===== config.mk =====
export PLATFORM = sky130hd
export DESIGN_NAME = gate_exerciser
export DESIGN_NICKNAME = d
export VERILOG_FILES = /design/src/rtl/gate_ex_pkg.sv /design/src/rtl/gate_ex_check.sv /design/src/rtl/gate_exerciser.sv
export SDC_FILE = /design/constraint.sdc
export NUM_CORES = 1
export LEC_CHECK = 0
export ABC_AREA = 0
export BUFFER_PORTS_ARGS = -buffer_cell sky130_fd_sc_hd__buf_4
export CAP_MARGIN = 20
export CORE_MARGIN = 3
export CORE_UTILIZATION = 40
export DETAILED_ROUTE_END_ITERATION = 8
export MAX_ROUTING_LAYER = met4
export SYNTH_ARGS = -nofsm -noshare
export SYNTH_HDL_FRONTEND = slang
export SYNTH_SLANG_ARGS = --single-unit
export TNS_END_PERCENT = 20

===== constraint.sdc =====
create_clock -name clk -period 1.62 [get_ports clk]
set_input_delay 0.162 -clock clk [delete_from_list [all_inputs] [get_ports clk]]
set_output_delay 0.162 -clock clk [all_outputs]
set_load 0.02 [all_outputs]

===== src/rtl/gate_ex_pkg.sv =====
// Shared definitions for the gate exerciser: FSM state encodings, vector count, result widths.
package gate_ex_pkg;

    typedef logic [1:0] state_t;

    localparam state_t ST_IDLE  = 2'd0;
    localparam state_t ST_DRIVE = 2'd1;
    localparam state_t ST_DONE  = 2'd2;

    localparam int NVEC  = 4;
    localparam int ERR_W = 3;

endpackage


===== src/rtl/gate_ex_check.sv =====
// Truth-table checker for the and/or/not gate trio.
// Latency: combinational.
// Backpressure: none.
module gate_ex_check (
    input  logic x,
    input  logic y,
    input  logic a_in,
    input  logic o_in,
    input  logic n_in,
    output logic mismatch
);

    assign mismatch = (a_in != (x & y)) || (o_in != (x | y)) || (n_in != ~x);

endmodule


===== src/rtl/gate_exerciser.sv =====
// Walks the four x/y vectors, holding each for HOLD cycles, and scores the returned gate outputs.
// Latency: done rises 4*HOLD+1 cycles after the cycle that accepts start.
// Backpressure: none; start is accepted only in IDLE or DONE, ignored while driving.
module gate_exerciser
    import gate_ex_pkg::*;
#(
    parameter int HOLD = 5
) (
    input  logic             clk,
    input  logic             rst,
    input  logic             start,
    output logic             x,
    output logic             y,
    input  logic             a_in,
    input  logic             o_in,
    input  logic             n_in,
    output logic             busy,
    output logic             done,
    output logic             pass,
    output logic [ERR_W-1:0] err_count,
    output logic [1:0]       fail_idx,
    output logic [1:0]       vec_idx
);

    localparam int CNT_W = $clog2(HOLD) + 1;

    state_t           state;
    logic [CNT_W-1:0] hold_cnt;
    logic             first_fail;
    logic             last_hold;
    logic             mismatch;

    gate_ex_check u_check (
        .x        (x),
        .y        (y),
        .a_in     (a_in),
        .o_in     (o_in),
        .n_in     (n_in),
        .mismatch (mismatch)
    );

    // Gate outputs are only trusted on the final cycle of each hold window.
    assign last_hold = (hold_cnt == CNT_W'(HOLD - 1));

    always_ff @(posedge clk) begin
        if (rst) begin
            state      <= ST_IDLE;
            hold_cnt   <= '0;
            vec_idx    <= '0;
            x          <= 1'b0;
            y          <= 1'b0;
            err_count  <= '0;
            fail_idx   <= '0;
            first_fail <= 1'b0;
        end else begin
            case (state)
                ST_IDLE, ST_DONE: begin
                    if (start) begin
                        state      <= ST_DRIVE;
                        hold_cnt   <= '0;
                        vec_idx    <= '0;
                        x          <= 1'b0;
                        y          <= 1'b0;
                        err_count  <= '0;
                        fail_idx   <= '0;
                        first_fail <= 1'b0;
                    end
                end
                ST_DRIVE: begin
                    hold_cnt <= hold_cnt + 1'b1;
                    if (last_hold) begin
                        if (mismatch) begin
                            err_count <= err_count + 1'b1;
                            if (!first_fail) begin
                                fail_idx   <= vec_idx;
                                first_fail <= 1'b1;
                            end
                        end
                        if (vec_idx != 2'(NVEC - 1)) begin
                            vec_idx  <= vec_idx + 2'd1;
                            hold_cnt <= '0;
                            {x, y}   <= vec_idx + 2'd1;
                        end else begin
                            state <= ST_DONE;
                        end
                    end
                end
                default: state <= ST_IDLE;
            endcase
        end
    end

    assign busy = (state == ST_DRIVE);
    assign done = (state == ST_DONE);
    assign pass = done && (err_count == '0);

endmodule


==> flow_summary.ini, run 1 <==
[flow_run]
max_cap_viol_count = 0

[grt]
antenna_violations_before_repair = 0
first_pass_grt_wire_length_mm = 2.84
grt.overflow.total = 0
grt_max_degree = 14
grt_usage_pct = 14.7
first_global_vias = 657

[floorplan]
floorplan.rows = 15
fp.dieArea_sq_um = 2670
chipWidth_microns = 51.7
start_util_pct = 45.4
pin_count = 18
core_area_sq_um = 1840
height_of_the_die_microns = 51.7

[final_layout]
final_cell_mix = 29 x sky130_fd_sc_hd__buf_4, 12 x sky130_fd_sc_hd__dfxtp_1, 8 x sky130_fd_sc_hd__inv_1, 8 x sky130_fd_sc_hd__nor2_1
net_count_final = 130
utilization_pct = 61.9
area.growth.synth_to_final_pct = 36.4
filler_cell_count = 174
post_route_cells_drive_above_1_share_pct = 40.0
most_common_library_cell_in_the_layout_ignoring_fill_and_taps = sky130_fd_sc_hd__buf_4
diodes = 0

[setup_path]
worstPathBufferInverterCount = 1
timing.critical_path.fanout_max = 6
timing.critical_path.max_delay_family = compound AO/OA/AOI/OAI gates
crit_path_start_kind = flip-flop
cp_cell_sequence = inv_1 > ha_2 > xnor2_4 > nor4_4 > a211o_1 > a32o_1
worst_setup_path_end_kind = flip-flop
critPathRequiredTime_ns = 1.79
cp_slowest_stage_delay_ns = 0.37
critical_path_arrival_ns = 1.74
crit_slowest_cell = sky130_fd_sc_hd__dfxtp_4
critPathKind = reg2reg

[logic_synthesis]
synth_area_sq_um = 835
synthFlopType = sky130_fd_sc_hd__dfxtp_1
synth_top_cell_area_share_pct = 33.6
ys_seq_elements = 14
synth_edf_count = 0
synth.top_cells.by_area = sky130_fd_sc_hd__dfxtp_1 34%, sky130_fd_sc_hd__ha_1 10%, sky130_fd_sc_hd__a21oi_1 3.6%
ys.warnings.count = 0
ys_seq_area_share_pct = 33.6
synthDistinctLibCells = 38
cell_taking_the_most_area_after_synthesis = sky130_fd_sc_hd__dfxtp_1
avgSynthCellArea_sq_um = 9.59
synth_nets = 100
synthCells = 87
async_reset_ff_share_pct = 0

[cts]
cts_made_buffers = 3
path_clk_slew_ns = 0.08
clock_tree.htree_level_count = 1
clkLatencyLatePin_ns = 0.27
clock-sinks = 14
max-clock-path-buffers = 2
cts.root.buffer_cell = sky130_fd_sc_hd__clkbuf_4
cts_tree = yes

[drt]
avgRoutedWirePerCell_microns = 12.1
number_of_vias_per_cell_after_detailed_routing = 4.82
drc_errors = 0
drt_first_iter_violations = 12
vias = 675
drt_wl_total_mm = 1.69
detail_route.first_pass.iterations = 4
ant_nets = 0

[sta]
grt_setup_unrepaired = yes
timing_worst_slew_pin_value_ns = 0.337
fin_worst_hold_slack_ns = 0.146
timing.fmax_mhz = 637
maxSlewHeadroom_pct = 77.4
layout_min_cycle_time_ns = 1.57
max_slew_violation_count = 0
finalClockSkew_ns = 0.00136
timing_hold_violations_final = 0
fin_tns_setup_ns = 0
timing.final.setup_violations = 0
final_min_period_over_clock_period_pct = 96.9

[pwr]
vdd_drop_max_mv = 0.347
power_mw = 0.662
p_leak_nw = 0.490
pwr_density_cell_nw_per_um2 = 582

[placement]
gp_congestion = 0.733
place_hpwl_mm = 1.34
port_buffers = 17

[outcome]
outcome = finished clean

[min_path]
class_of_the_most_critical_hold_timing_path = in2reg
-- where the power goes --
part	leakage, nW	switching (mW)	total (mW)	internal, mW
Sequential	0.115	0.00632	0.353	0.346
Clock	0.0138	0.105	0.191	0.0860
Combinational	0.361	0.0638	0.118	0.0544
Total	0.490	0.176	0.662	0.487
-- worst register-to-register path, delay by kind of cell, from the launching register on --
| family | cells | cell delay (ns) |
|---|---|---|
| AND/OR/NAND/NOR | 1 | 0.09 |
| adder cells (fa/ha/maj) | 1 | 0.20 |
| XOR/XNOR | 1 | 0.20 |
| flip-flops | 1 | 0.37 |
| AO/OA/AOI/OAI | 2 | 0.55 |
| buffers and inverters | 1 | 0.06 |
-- cells by family (layout without fill, tap and decap cells) --
family / Yosys count / in the layout / share of synthesized area, %
buffers and inverters: 13 / 41 / 9.29
flip-flops: 14 / 14 / 33.6
XOR/XNOR: 6 / 6 / 7.20
AND/OR/NAND/NOR: 26 / 26 / 19.3
adder cells (fa/ha/maj): 7 / 7 / 10.5
AO/OA/AOI/OAI: 21 / 21 / 20.1
-- path summary, 6_finish.rpt --
check              startpoint           end  slack (ns)  cells after the start
setup / recovery            x   fail_idx[0]        0.05                      6
hold / removal            rst  err_count[2]        0.15                      2
setup reg to reg            x   fail_idx[0]        0.05                      6
hold reg to reg   fail_idx[0]   fail_idx[0]        0.51                      1
-- Yosys cell counts (all sizes together) (2+ instances only) --
| cell | instances |
|---|---|
| a21oi | 6 |
| and2b | 2 |
| and3b | 2 |
| buf | 3 |
| dfxtp | 14 |
| ha | 7 |
| inv | 8 |
| nand2b | 2 |
| nor2 | 8 |
| nor3 | 4 |
| nor4 | 2 |
| o21a | 2 |
| o21ai | 4 |
| xnor2 | 3 |
| xor2 | 3 |
-- repair_timing --
| item | in CTS | in global routing |
|---|---|---|
| endpoints found under the setup margin | 1 | 7 |
| hold buffers | 0 | 0 |
| resized for setup | 0 | 5 |
| pin swaps | 1 | 4 |
| buffers inserted | 0 | 0 |
-- routing by layer --
metal  track usage, %  vias to the layer above  routed length [microns]
li1                 -                      361                        -
met1             18.7                      298                      877
met2             23.3                       16                      744
met3             2.58                        0                       69
met4             5.24                        0                        0
met5                -                        -                        0
-- state kept, by name (all words and copies together) (netlist names) --
signal,cells
y,1
hold_cnt,4
first_fail,1
x,1
err_count,3
state,2
fail_idx,2
-- layout make-up --
type,count,area (sq um),area share [%]
Multi-Input combinational cell,60,541,47.5
Sequential cell,14,288,25.3
Timing Repair Buffer,29,218,19.1
Inverter,9,38.8,3.41
Tap cell,25,31.3,2.75
Clock buffer,3,22.5,1.98
-- metrics by stage --
stage                     std cells  setup WS (ns)  area, sq um
after floorplan                  87        0.00565          872
after global placement          137       -0.00370         1080
after detailed placement        137        -0.0155         1080
after CTS                       140       0.000203         1100
after global routing            140        -0.0314         1140
final                           140         0.0494         1140
(Power assumes the default switching activity.)
==> run 2, diff against run 1 <==
--- a/config.mk
+++ b/config.mk
@@ -6,13 +6,16 @@
 export NUM_CORES = 1
 export LEC_CHECK = 0
 export ABC_AREA = 0
+export ABC_CLOCK_PERIOD_IN_PS = 1620
 export BUFFER_PORTS_ARGS = -buffer_cell sky130_fd_sc_hd__buf_4
 export CAP_MARGIN = 20
 export CORE_MARGIN = 3
 export CORE_UTILIZATION = 40
 export DETAILED_ROUTE_END_ITERATION = 8
+export GPL_ROUTABILITY_DRIVEN = 0
 export MAX_ROUTING_LAYER = met4
 export SYNTH_ARGS = -nofsm -noshare
 export SYNTH_HDL_FRONTEND = slang
+export SYNTH_HIERARCHICAL = 1
 export SYNTH_SLANG_ARGS = --single-unit
 export TNS_END_PERCENT = 20
==> flow_summary.ini, run 2 <==
[cts]
holdBufCountCts = 0
cts.root.buffer_cell = sky130_fd_sc_hd__clkbuf_4
cts_tree = yes
clock_tree.htree_level_count = 1
max-clock-path-buffers = 2
clkLatencyLatePin_ns = 0.28
cts_made_buffers = 3
clock-sinks = 14
path_clk_slew_ns = 0.09

[logic_synthesis]
async_reset_ff_share_pct = 0
synth_area_sq_um = 787
ys_seq_elements = 14
synth.top_cells.by_area = sky130_fd_sc_hd__dfxtp_1 36%, sky130_fd_sc_hd__ha_1 7.9%, sky130_fd_sc_hd__nand3b_1 6.7%
synth_most_common_cell = sky130_fd_sc_hd__dfxtp_1
synth_nets = 98
cell_taking_the_most_area_after_synthesis = sky130_fd_sc_hd__dfxtp_1
synth_top_cell_area_share_pct = 35.6
synthFlopType = sky130_fd_sc_hd__dfxtp_1
synth_common_cells = 14 x sky130_fd_sc_hd__dfxtp_1, 8 x sky130_fd_sc_hd__a21oi_1, 7 x sky130_fd_sc_hd__nand3b_1
synthCells = 87
ys_seq_area_share_pct = 35.6
synthDistinctLibCells = 31
synth_edf_count = 0
ys.warnings.count = 6
avgSynthCellArea_sq_um = 9.05

[sta]
layout_setup_ws_ns = -0.0317
timing.final.setup_violations = 6
grt_setup_unrepaired = yes
max_slew_violation_count = 0
timing.fmax_mhz = 605
final_min_period_over_clock_period_pct = 102
timing_hold_violations_final = 0
finalClockSkew_ns = 0.00803
timing_worst_slew_pin_value_ns = 0.462
layout_min_cycle_time_ns = 1.65
maxSlewHeadroom_pct = 69.2

[final_layout]
diodes = 0
filler_cell_count = 164
reg_top3 = hold_cnt (4), err_count (3)
layout.cells.non_filler = 138
final_cell_area_sq_um = 1090
final_cell_mix = 26 x sky130_fd_sc_hd__buf_4, 12 x sky130_fd_sc_hd__dfxtp_1, 7 x sky130_fd_sc_hd__nand3b_1, 7 x sky130_fd_sc_hd__a21oi_1, 6 x sky130_fd_sc_hd__nand2b_1
largest_register_ffs = 4
post_route_cells_drive_above_1_share_pct = 36.3
largest_register = hold_cnt
net_count_final = 125
most_common_library_cell_in_the_layout_ignoring_fill_and_taps = sky130_fd_sc_hd__buf_4
area.growth.synth_to_final_pct = 38.2
utilization_pct = 61.0

[min_path]
class_of_the_most_critical_hold_timing_path = in2reg

[placement]
port_buffers = 17
placement.cell_area_sq_um = 948
place_hpwl_mm = 1.33
dpl.cell_count = 128

[outcome]
failed_checks = setup timing
outcome = complete, but fails checks

[floorplan]
start_util_pct = 44.1
height_of_the_die_microns = 50.4
floorplan.rows = 15
pin_count = 18
fp.dieArea_sq_um = 2540
core_area_sq_um = 1780
chipWidth_microns = 50.4

[setup_path]
worst_setup_path_end_kind = flip-flop
timing.critical_path.fanout_max = 6
cp_cell_sequence = or4b_4 > a21oi_2 > a31oi_1 > nand3b_1 > buf_4 > o311ai_2 > a21oi_1
critPathKind = reg2reg
cp_slowest_stage_delay_ns = 0.51
critPathRequiredTime_ns = 1.84
critical_path_arrival_ns = 1.87
crit_path_start_kind = flip-flop
crit_slowest_cell = sky130_fd_sc_hd__or4b_4

[grt]
first_pass_grt_wire_length_mm = 2.93
grt_max_degree = 17
grt.overflow.total = 0
grt_usage_pct = 15.6
first_global_vias = 690
antenna_violations_before_repair = 0

[drt]
number_of_vias_per_cell_after_detailed_routing = 5.49
drt_wl_total_mm = 1.89
detail_route.first_pass.iterations = 3
ant_nets = 0
avgRoutedWirePerCell_microns = 13.7
vias = 757
drc_errors = 0
drt_first_iter_violations = 15

[pwr]
vdd_drop_max_mv = 0.445
power_mw = 0.693
pwr_density_cell_nw_per_um2 = 638
p_leak_nw = 0.416

[flow_run]
max_cap_viol_count = 0
run 2: cell count changes after synthesis, moves of 3 or more:
cell                       previous run  this run
sky130_fd_sc_hd__inv_1                8         5
sky130_fd_sc_hd__xor2_1               3         0
sky130_fd_sc_hd__nand2b_1             1         6
sky130_fd_sc_hd__nand3b_1             1         7
sky130_fd_sc_hd__nand3_1              0         5
sky130_fd_sc_hd__nor2_1               8         1
sky130_fd_sc_hd__nor3_1               4         1
sky130_fd_sc_hd__mux2i_1              0         3
run 2: kinds of logic after synthesis:
kind of cell / count (synthesis) / share of synthesized area (%)
flops: 14 / 35.6
fa+ha+maj: 5 / 7.95
mux: 3 / 3.82
compound gates: 18 / 13.8
simple gates: 37 / 33.1
buf+inv: 10 / 5.72
run 2: power breakdown:
part           leakage (nW)  switching [mW]  total [mW]  internal (mW)
sequential            0.115         0.00585       0.351          0.346
clock                0.0210           0.116       0.253          0.137
combinational         0.280          0.0500      0.0895         0.0395
run 2: worst max-delay path: cells and delay by family (launching register included):
family / cells / cell delay (ns)
flops: 1 / 0.37
buf+inv: 1 / 0.15
simple gates: 2 / 0.67
compound gates: 4 / 0.41
run 2: area by class of cell:
cell class,instances,area (sq um),share of cell area (%)
timing repair buffer,26,195,18.0
inverter,6,26.3,2.42
sequential,14,288,26.5
multi-input combinational,63,510,47.0
clock buffer,4,36.3,3.34
tap,25,31.3,2.88
run 2: worst paths after layout:
path / start / end / slack, ns / cells after the start
min reg2reg: fail_idx[1] / fail_idx[1] / 0.49 / 2
max reg2reg: x / err_count[2] / -0.03 / 7
min: rst / hold_cnt[1] / 0.15 / 2
max: x / err_count[2] / -0.03 / 7
run 2: layer usage:
metal / track usage [%] / share of wire [%]
met4: 6.73 / 0.79
met3: 3.56 / 3.2
met5: - / 0
met1: 18.1 / 45
met2: 25.9 / 51
run 2: metrics by stage:
stage	worst slack (ns)	TNS, ns	hold slack (ns)
after global placement	0.0141	0	0.448
after detailed placement	-0.0634	-0.180	0.453
final	-0.0317	-0.111	0.152
after CTS	-0.0496	-0.238	0.146
after global routing	-0.127	-0.613	0.153
after floorplan	0.0372	0	0.329
run 2: repair_timing:
item | 4_1_cts | 5_1_grt
buffers inserted | 4 | 2
pin swaps | 8 | 6
gates cloned | 0 | 0
setup endpoints to repair | 6 | 9
resized for setup | 6 | 5
